--- config.mk ---
export PLATFORM = sky130hd
export DESIGN_NAME = led_fader_flat
export DESIGN_NICKNAME = d
export VERILOG_FILES = /design/src/rtl/led_pkg.sv /design/src/rtl/led_fader_if.sv /design/src/rtl/led_fade_channel.sv /design/src/rtl/led_fader.sv /design/src/flat_wrapper.sv
export SDC_FILE = /design/constraint.sdc
export NUM_CORES = 1
export LEC_CHECK = 0
export CAP_MARGIN = 20
export CORE_MARGIN = 5
export CORE_UTILIZATION = 28
export DETAILED_ROUTE_END_ITERATION = 16
export PLACE_DENSITY_LB_ADDON = 0.3
export SLEW_MARGIN = 40
export SYNTH_ARGS = -nofsm -noshare
export SYNTH_HDL_FRONTEND = slang
export SYNTH_SLANG_ARGS = --single-unit
export TNS_END_PERCENT = 100
--- constraint.sdc ---
create_clock -name clk -period 1.9 [get_ports clk]
set_clock_uncertainty 0.05 [all_clocks]
set_input_delay 0.19 -clock clk [delete_from_list [all_inputs] [get_ports clk]]
set_output_delay 0.19 -clock clk [all_outputs]
set_load 0.01 [all_outputs]
--- src/rtl/led_pkg.sv ---
// Shared constants and helpers for the LED fader stage.
package led_pkg;

   localparam int CLK_HZ       = 12_000_000;
   localparam int NUM_LEDS_DEF = 5;

   // Full-scale brightness for a given PWM resolution.
   function automatic int max_level(input int pwm_bits);
      return (1 << pwm_bits) - 1;
   endfunction

endpackage

--- src/rtl/led_fader_if.sv ---
// Pattern-in / LED-out bundle for the fader, plus debug taps of internal state.
interface led_fader_if
   import led_pkg::*;
#(
   parameter int NUM_LEDS = NUM_LEDS_DEF,
   parameter int PWM_BITS = 8
);
   // No handshake: pattern_in is sampled on every clk edge and led_out updates every edge.
   logic [NUM_LEDS-1:0]          pattern_in;
   logic [NUM_LEDS-1:0]          led_out;
   logic [NUM_LEDS*PWM_BITS-1:0] dbg_level;
   logic [PWM_BITS-1:0]          dbg_pwm_cnt;
   logic                         dbg_tick;

   modport master (
      output pattern_in,
      input  led_out, dbg_level, dbg_pwm_cnt, dbg_tick
   );

   modport slave (
      input  pattern_in,
      output led_out, dbg_level, dbg_pwm_cnt, dbg_tick
   );
endinterface

--- src/rtl/led_fade_channel.sv ---
// One LED channel: brightness level with refresh/decay priority and a registered PWM compare.
module led_fade_channel
   import led_pkg::*;
#(
   parameter int PWM_BITS   = 8,
   parameter int DECAY_STEP = 16
) (
   input  logic                clk,
   input  logic                rst,
   input  logic                set_i,
   input  logic                tick_i,
   input  logic [PWM_BITS-1:0] pwm_cnt_i,
   output logic                led_o,
   output logic [PWM_BITS-1:0] level_o
);
   localparam logic [PWM_BITS-1:0] MAX  = PWM_BITS'(max_level(PWM_BITS));
   localparam logic [PWM_BITS-1:0] STEP = PWM_BITS'(DECAY_STEP);

   logic [PWM_BITS-1:0] level_q, level_d;
   logic                led_q, led_d;

   // A set bit wins over a coincident tick; the compare guards the subtract from underflow.
   always_comb begin
      level_d = level_q;
      if (set_i) begin
         level_d = MAX;
      end else if (tick_i) begin
         level_d = (level_q >= STEP) ? (level_q - STEP) : '0;
      end
   end

   assign led_d = (level_q > pwm_cnt_i);

   always_ff @(posedge clk) begin
      if (rst) begin
         level_q <= '0;
         led_q   <= 1'b0;
      end else begin
         level_q <= level_d;
         led_q   <= led_d;
      end
   end

   assign led_o   = led_q;
   assign level_o = level_q;
endmodule

--- src/rtl/led_fader.sv ---
// Comet-tail LED driver: per-LED brightness decays linearly after its pattern bit drops.
module led_fader
   import led_pkg::*;
#(
   parameter int NUM_LEDS   = NUM_LEDS_DEF,
   parameter int PWM_BITS   = 8,
   parameter int DECAY_DIV  = 300000,
   parameter int DECAY_STEP = 16
) (
   input  logic        clk,
   input  logic        rst,
   led_fader_if.slave  fader_if
);
   localparam logic [PWM_BITS-1:0] MAX      = PWM_BITS'(max_level(PWM_BITS));
   localparam int                  DIV_W    = (DECAY_DIV > 1) ? $clog2(DECAY_DIV) : 1;
   localparam logic [DIV_W-1:0]    DIV_LAST = DIV_W'(DECAY_DIV - 1);

   logic [DIV_W-1:0]             div_cnt_q, div_cnt_d;
   logic [PWM_BITS-1:0]          pwm_cnt_q, pwm_cnt_d;
   logic                         tick;
   logic [NUM_LEDS-1:0]          led_w;
   logic [NUM_LEDS*PWM_BITS-1:0] level_w;

   assign tick      = (div_cnt_q == DIV_LAST);
   assign div_cnt_d = tick ? '0 : (div_cnt_q + 1'b1);
   // PWM period is MAX cycles so level MAX is solid on and level 0 solid off.
   assign pwm_cnt_d = (pwm_cnt_q == (MAX - 1'b1)) ? '0 : (pwm_cnt_q + 1'b1);

   always_ff @(posedge clk) begin
      if (rst) begin
         div_cnt_q <= '0;
         pwm_cnt_q <= '0;
      end else begin
         div_cnt_q <= div_cnt_d;
         pwm_cnt_q <= pwm_cnt_d;
      end
   end

   for (genvar i = 0; i < NUM_LEDS; i++) begin : g_ch
      led_fade_channel #(
         .PWM_BITS   (PWM_BITS),
         .DECAY_STEP (DECAY_STEP)
      ) u_ch (
         .clk       (clk),
         .rst       (rst),
         .set_i     (fader_if.pattern_in[i]),
         .tick_i    (tick),
         .pwm_cnt_i (pwm_cnt_q),
         .led_o     (led_w[i]),
         .level_o   (level_w[i*PWM_BITS +: PWM_BITS])
      );
   end

   assign fader_if.led_out     = led_w;
   assign fader_if.dbg_level   = level_w;
   assign fader_if.dbg_pwm_cnt = pwm_cnt_q;
   assign fader_if.dbg_tick    = tick;
endmodule

--- src/flat_wrapper.sv ---
// flat-port wrapper written by rule: the top's interface ports become plain ports
module led_fader_flat import led_pkg::*;
#(
   parameter int NUM_LEDS   = NUM_LEDS_DEF,
   parameter int PWM_BITS   = 8,
   parameter int DECAY_DIV  = 300000,
   parameter int DECAY_STEP = 16
)
  (clk, rst, fader_if_pattern_in, fader_if_led_out, fader_if_dbg_level, fader_if_dbg_pwm_cnt, fader_if_dbg_tick);
  led_fader_if #(.NUM_LEDS(NUM_LEDS), .PWM_BITS(PWM_BITS)) fader_if_i ();
  input  logic clk;
  input  logic rst;
  input wire logic [$bits(fader_if_i.pattern_in)-1:0] fader_if_pattern_in;
  output wire logic [$bits(fader_if_i.led_out)-1:0] fader_if_led_out;
  output wire logic [$bits(fader_if_i.dbg_level)-1:0] fader_if_dbg_level;
  output wire logic [$bits(fader_if_i.dbg_pwm_cnt)-1:0] fader_if_dbg_pwm_cnt;
  output wire logic [$bits(fader_if_i.dbg_tick)-1:0] fader_if_dbg_tick;
  assign fader_if_i.pattern_in = fader_if_pattern_in;
  assign fader_if_led_out = fader_if_i.led_out;
  assign fader_if_dbg_level = fader_if_i.dbg_level;
  assign fader_if_dbg_pwm_cnt = fader_if_i.dbg_pwm_cnt;
  assign fader_if_dbg_tick = fader_if_i.dbg_tick;
  led_fader #(.NUM_LEDS(NUM_LEDS), .PWM_BITS(PWM_BITS), .DECAY_DIV(DECAY_DIV), .DECAY_STEP(DECAY_STEP)) u_core (.clk(clk), .rst(rst), .fader_if(fader_if_i));
endmodule
==> results.md, run 1 <==
* Status: finished clean
* Length of routed met3 wiring at around 420 um
* Sequential Power Share at 0.350
* Cell leakage power at about 2.1 nW
* Min cycle time layout at about 1.8 ns
* Crit-path max FO at 12
* Ys async rst share at 0
* GP Congestion at 0.800
* Area leader, netlist: dfxtp_1
* Cell Pwr Density at ~760 nW/um^2
* Pins Over Slew Limit at 0
* Switching Share at 0.256
* WP data required at about 2.1 ns
* Vias in the first global route at about 3400
* Final HPWL from detailed placement at ~7.5 mm
* Htree depth at 3
* Wirelength per Cell at roughly 15 um
* Initial Util at 0.282
* Clock Path Buffers at 2
* Final core occ at 0.385
* Number of flops mapped to enable cells by yosys at 0
* CTS Hold Buffers Added at 0
* Worst slew pin tran at between 0.4 and 0.5 ns
* Worst Path Arrival at 1.98 ns
* Final setup vio count at 0
* Total Wirelength at roughly 10 mm
* First-pass GRT wire length at between 15 and 20 mm
* Gr usage total at 0.130
* Post-DR vias/cell at a little under 5
* Top cell type's share of synthesized area at 0.310
* Top_reg_cell synth: dfxtp_1
* Synthesis Warnings at 0
* Initial antenna violation count at 0
* Yosys reg bits at 57
* Fin area at 5040 um^2
* M1 WL at between 4 and 5 mm
* VDD IR max at around 290 uV
* Grt ovf at 0
* Residual DRC at 0
* Top Layer Used: met4
* Netlist cell types at 49
* Hold Vio Cnt, Final at 0
* Clock transition at path regs at roughly 0.050 ns
* Net count after synthesis at around 480
* Max Clk Rate at about 550 MHz
* Max Cap Viol at 0
* Pin count of the biggest net entering global routing at 18
* Die extent in y at 125 um
* Buffers added on ports at 60
* Fraction of layout cells with a size suffix above 1 at 0.155
* Setup TNS at 0 ns
* Seq/Total Area, Yosys at 0.310
* Die ar. at around 16000 um^2
* Setup CP Type: register to register
* Comb power frac at 0.184
* DRT iter0 DRCs at around 150
* Hold_ws at ~0.47 ns
* CTS tree: yes
* Area Growth Syn to Fin at 36.8%
* Clk root buf: clkbuf_16
* Placeable core region at around 13000 um^2
* Tcrit/Tclk final at 0.953
* Iteration count of the initial detailed-routing pass at 4
* Clk network pwr share at 0.466
* Relative slew slack at 0.691
* Worst min path class: register to register
* Internal at 2.84 mW
* Fillers at approximately 1300
* Antenna diode count at 0
* Net count of the finished layout at 565
* Synthesized instance count at around 420
* Rows at between 40 and 50
* Avg Cell Area, Syn at ~8.7 um^2
* Synth Cell Area at between 3000 and 4000 um^2
* Switching pwr at 0.978 mW
* I/O pin cnt at just over 60
* Crit start category: register
* Antenna-violating nets left at 0
* Latest clock arrival within the worst-skew pair at 0.33 ns
* Vias at approximately 3300
* Chip width at around 120 um
* Dpl cell area at between 4000 and 5000 um^2
* Largest cells by area after synthesis: dfxtp_1 (31%), ha_1 (18%), nor2_1 (5.1%)
* Sink Count at 57
* CTS Buf Count at 9
* Routed met2 length at between 4 and 5 mm
* Element type at the critical path end: register
[cell type report]
type,count,area (um^2),area share
Clock buffer,11,253,0.0501
Clock inverter,5,77.6,0.0154
Inverter,30,113,0.0223
Multi-Input combinational cell,307,2310,0.458
Sequential cell,57,1150,0.228
Tap cell,176,220,0.0437
Timing Repair Buffer,100,921,0.183
[placed cells by master (no fill, tap or decap), types with 12 or more instances in the layout]
master | Yosys | final
dfxtp_1 | 57 | 51
o21ai_0 | 14 | 14
xnor2_1 | 15 | 15
nand2_1 | 18 | 15
nor2_1 | 50 | 50
ha_1 | 53 | 52
a21oi_1 | 14 | 14
nand4_1 | 15 | 15
clkdlybuf4s50_1 | 0 | 59
inv_1 | 29 | 29
nand3_1 | 12 | 12
buf_4 | 21 | 38
[state kept, by name, summed over array words and instances, names as in the netlist]
signal	cells
u_core.g_ch.u_ch.level_o	25
u_core.div_cnt_q	19
u_core.fader_if.dbg_pwm_cnt	8
u_core.g_ch.u_ch.led_o	5
[critical path, stage by stage (launching register included)]
cell,delay (ns)
dfxtp_2,0.36
nand4_1,0.19
nor4_4,0.34
and3_4,0.24
buf_12,0.13
nand2_2,0.07
a2111oi_2,0.33
[kinds of logic after synthesis]
| logic type | Yosys count | share of synthesized area |
|---|---|---|
| DFF | 57 | 0.310 |
| and+or+nand+nor | 144 | 0.204 |
| buffers and inverters | 59 | 0.0842 |
| xor gates and xnor gates | 23 | 0.0547 |
| adders and majority gates | 53 | 0.180 |
| AOI/OAI and AO/OA | 87 | 0.168 |
[routing by layer]
metal | vias to the layer above | GRT usage
li1 | 1668 | -
met1 | 1567 | 0.157
met2 | 64 | 0.222
met3 | 12 | 0.0296
met4 | 0 | 0.0548
met5 | - | 0
[synthesized netlist by cell type (3+ instances only)]
library cell / n
o21ai_0: 14
nand3b_1: 3
a311oi_1: 4
nor2b_1: 7
nand3_1: 12
and4_1: 6
xnor2_1: 15
clkbuf_1: 4
and3_1: 7
a21oi_1: 14
or3_1: 3
o21a_1: 11
nand2_1: 18
xor2_1: 8
a2111oi_2: 4
nor2_1: 50
a31oi_1: 10
dfxtp_1: 57
ha_1: 53
inv_1: 29
o21bai_1: 5
nor3_1: 9
a21o_1: 10
nand4_1: 15
buf_4: 21
[path summary, 6_finish.rpt]
kind | startpoint | end | slack (ns) | depth (start not counted)
max reg2reg | u_core.div_cnt_q[7] | u_core.g_ch[3].u_ch.level_o[6] | 0.09 | 6
max | u_core.div_cnt_q[7] | u_core.g_ch[3].u_ch.level_o[6] | 0.09 | 6
min | u_core.div_cnt_q[9] | u_core.div_cnt_q[9] | 0.47 | 2
min reg2reg | u_core.div_cnt_q[9] | u_core.div_cnt_q[9] | 0.47 | 2
[timing repair]
item / CTS / global route
setup endpoints to repair: 3 / 9
pin swaps: 4 / 12
setup buffers: 2 / 5
resized for setup: 6 / 16
hold endpoints to repair: 0 / 0
[power groups by stage]
stage | sequential, mW | clock (mW) | combinational, mW
floorplan | 1.37 | 0 | 0.405
finish | 1.34 | 1.78 | 0.702
global route | 1.35 | 1.88 | 0.786
CTS | 1.34 | 1.82 | 0.700
global placement | 1.36 | 0 | 0.669
detailed placement | 1.36 | 0 | 0.694
[metrics by stage]
step	setup WS, ns	total power, mW	std cells
3_3_place_gp	0.0242	2.03	664
5_1_grt	-0.00165	4.02	686
2_1_floorplan	0.121	1.78	423
3_5_place_dp	-0.0387	2.06	664
4_1_cts	0.00403	3.86	681
6_report	0.0901	3.82	686
(Power assumes the default switching activity.)
==> run 2: changes to the inputs <==
CAP_MARGIN = 10   (was 20)
==> results of run 2 <==
Same layout as run 1: the final DEF is identical, and so are final timing and power.
==> run 3: changes to the inputs <==
CORE_UTILIZATION = 49   (was 28)
==> run 3 against run 2 <==
The run now ends with setup timing left; setup slack got worse by 0.13 ns; routed wire length decreased by 3.6%; sequential share of layout area increased by 0.58 points; core utilization rose by 29 points; total power is 19% lower; via count up 3.9%; flip-flop and latch count unchanged; die area shrank 40%; register-to-register slack worse by 0.13 ns; count of clock-buffer cells in the layout up 1; largest cell class unchanged.
==> results.md, run 3 (synthesized netlist as in run 1, its figures left out) <==
* Final setup margin at -0.0395 ns (-0.130 ns)
* Commonest non-fill, non-tap cell in the layout: clkdlybuf4s50_1
* Element type at the critical path end: register
* Clock transition at path regs at 0.07 ns (+0.02 ns)
* Clk root buf: clkbuf_8
* Total Wirelength at 9.74 mm (-3.6%)
* DRT iter0 DRCs at 128 (-14%)
* Max FFs per register at 25 (unchanged)
* WP data required at 2.09 ns (+0.02 ns)
* Net count of the finished layout at 570 (+0.88%)
* Crit-path max FO at 5 (-7)
* Fraction of layout cells with a size suffix above 1 at 0.171 (+0.0160)
* Fillers at 606 (-53%)
* Antenna diode count at 0 (unchanged)
* Max Cap Viol at 0 (unchanged)
* Buffers added on ports at 60 (unchanged)
* CP cell instances: or2_4 > buf_4 > nor4_4 > and3_4 > buf_6 > nand2_4 > a2111oi_4
* Placeable core region at 7290 um^2 (-44%)
* Residual DRC at 0 (unchanged)
* Vias at 3441 (+3.9%)
* Tcrit/Tclk final at 1.02 (+0.0682)
* Rows at 31 (-26%)
* Pins Over Slew Limit at 0 (unchanged)
* CTS tree: yes
* Area Growth Syn to Fin at 33.2%
* Die ar. at 9360 um^2 (-40%)
* Initial Util at 0.505 (+0.224)
* Crit-path max cell delay at 0.36 ns (about the same)
* Grt ovf at 0 (unchanged)
* Antenna-violating nets left at 0 (unchanged)
* VDD IR max at 392 uV (+34%)
* Setup CP Type: register to register
* Fin area at 4910 um^2 (-2.6%)
* GP Congestion at 0.798 (-0.27%)
* Cell leakage power at 2.04 nW (-1.5%)
* RSZ-0062 raised after global routing: true
* Htree depth at 3 (unchanged)
* Dpl cell area at 4450 um^2 (-3.0%)
* Max Clk Rate at 516 MHz (-6.7%)
* Vias in the first global route at 3368 (+0.089%)
* Failing checks: setup timing
* Most frequent cells in the layout: clkdlybuf4s50_1 (59), ha_1 (52), dfxtp_1 (52), nor2_1 (50), buf_4 (38)
* CTS Buf Count at 9 (unchanged)
* Hold Vio Cnt, Final at 0 (unchanged)
* Clock Path Buffers at 2 (unchanged)
* Status: finished with violations
* Cell Pwr Density at 634 nW/um^2 (-16%)
* Hold_ws at 0.481 ns (+0.0145 ns)
* CP delay by family, top: simple AND/OR/NAND/NOR gates
* Relative slew slack at 0.618 (-0.0733)
* Min cycle time layout at 1.94 ns (+0.130 ns)
* Latest clock arrival within the worst-skew pair at 0.35 ns (+0.02 ns)
* Final core occ at 0.673 (+0.288)
* I/O pin cnt at 61 (unchanged)
* Final setup vio count at 2 (+2)
* Chip width at 96.7 um (-22%)
* Initial antenna violation count at 0 (unchanged)
* Slowest CP cell: a2111oi_4
* Post-DR vias/cell at 5.60 (+16%)
* Final HPWL from detailed placement at 6.78 mm (-9.4%)
* CP Buf/Inv Count at 2 (+1)
* Gr usage total at 0.206 (+0.0755)
* Crit start category: register
* Sink Count at 57 (unchanged)
* First-pass GRT wire length at 16.0 mm (-2.5%)
* Overall power after layout at 3.11 mW (-19%)
* Worst min path class: register to register
* Pin count of the biggest net entering global routing at 18 (unchanged)
* DP Worst Slack at -0.159 ns (-0.120 ns)
* Worst Path Arrival at 2.13 ns (+0.15 ns)
* Iteration count of the initial detailed-routing pass at 4 (unchanged)
* Worst slew pin tran at 0.567 ns (+0.109 ns)
* Die extent in y at 96.7 um (-22%)
* Wirelength per Cell at 15.9 um (+7.7%)
==> run 3: cell types whose count changed in the layout (fill, tap and decap cells not counted), moves of 2 or more <==
cell	change
clkbuf_16	-9
buf_6	+6
clkbuf_8	+9
bufinv_16	-2
nand2_2	-2
a2111oi_2	-2
clkinvlp_4	+2
a2111oi_4	+2
nor3_2	-2
nand2_4	+3
buf_12	-2
==> run 3: path summary, 6_finish.rpt <==
| check | startpoint | end | slack [ns] | cells after the start |
|---|---|---|---|---|
| setup / recovery | u_core.div_cnt_q[14] | u_core.g_ch[2].u_ch.level_o[6] | -0.04 | 7 |
| hold / removal | u_core.div_cnt_q[12] | u_core.div_cnt_q[12] | 0.48 | 2 |
| setup reg to reg | u_core.div_cnt_q[14] | u_core.g_ch[2].u_ch.level_o[6] | -0.04 | 7 |
| hold reg to reg | u_core.div_cnt_q[12] | u_core.div_cnt_q[12] | 0.48 | 2 |
==> run 3: metal layers <==
layer | wire, um | vias to the layer above | GRT usage
li1 | - | 1686 | -
met1 | 4270 | 1641 | 0.252
met2 | 4760 | 101 | 0.346
met3 | 556 | 13 | 0.0547
met4 | 157 | 0 | 0.0756
met5 | 0 | - | 0
==> run 3: metrics by stage <==
| stage | TNS, ns | instances |
|---|---|---|
| after floorplan | 0 | 423 |
| after global placement | -0.154 | 585 |
| after detailed placement | -0.365 | 585 |
| after CTS | 0 | 606 |
| after global routing | -0.650 | 614 |
| final | -0.0491 | 614 |
==> run 3: worst reg2reg max path, cell delays in order (launching register included) <==
cell,delay (ns)
dfxtp_2,0.32
or2_4,0.26
buf_4,0.15
nor4_4,0.26
and3_4,0.26
buf_6,0.12
nand2_4,0.05
a2111oi_4,0.36
==> run 3: final cells by class <==
class / count / area, um^2 / share of cell area
multi-input combinational: 307 / 2380 / 0.484
sequential: 57 / 1150 / 0.234
timing repair buffer: 105 / 963 / 0.196
clock buffer: 12 / 155 / 0.0316
tap: 99 / 124 / 0.0252
inverter: 30 / 115 / 0.0234
clock inverter: 4 / 27.5 / 0.00561
==> run 3: what timing repair did <==
item                                    CTS  global route
pin swaps                                 6            12
hold buffers                              0             0
gates cloned                              0             1
gates resized for setup                  12            32
endpoints found under the setup margin    4            12
setup buffers                             6             8
==> run 3: report_power, final <==
| part | total [mW] | switching, mW | internal (mW) |
|---|---|---|---|
| combinational | 0.703 | 0.332 | 0.371 |
| sequential | 1.34 | 0.0832 | 1.26 |
| clock | 1.07 | 0.525 | 0.542 |
| total | 3.11 | 0.940 | 2.17 |
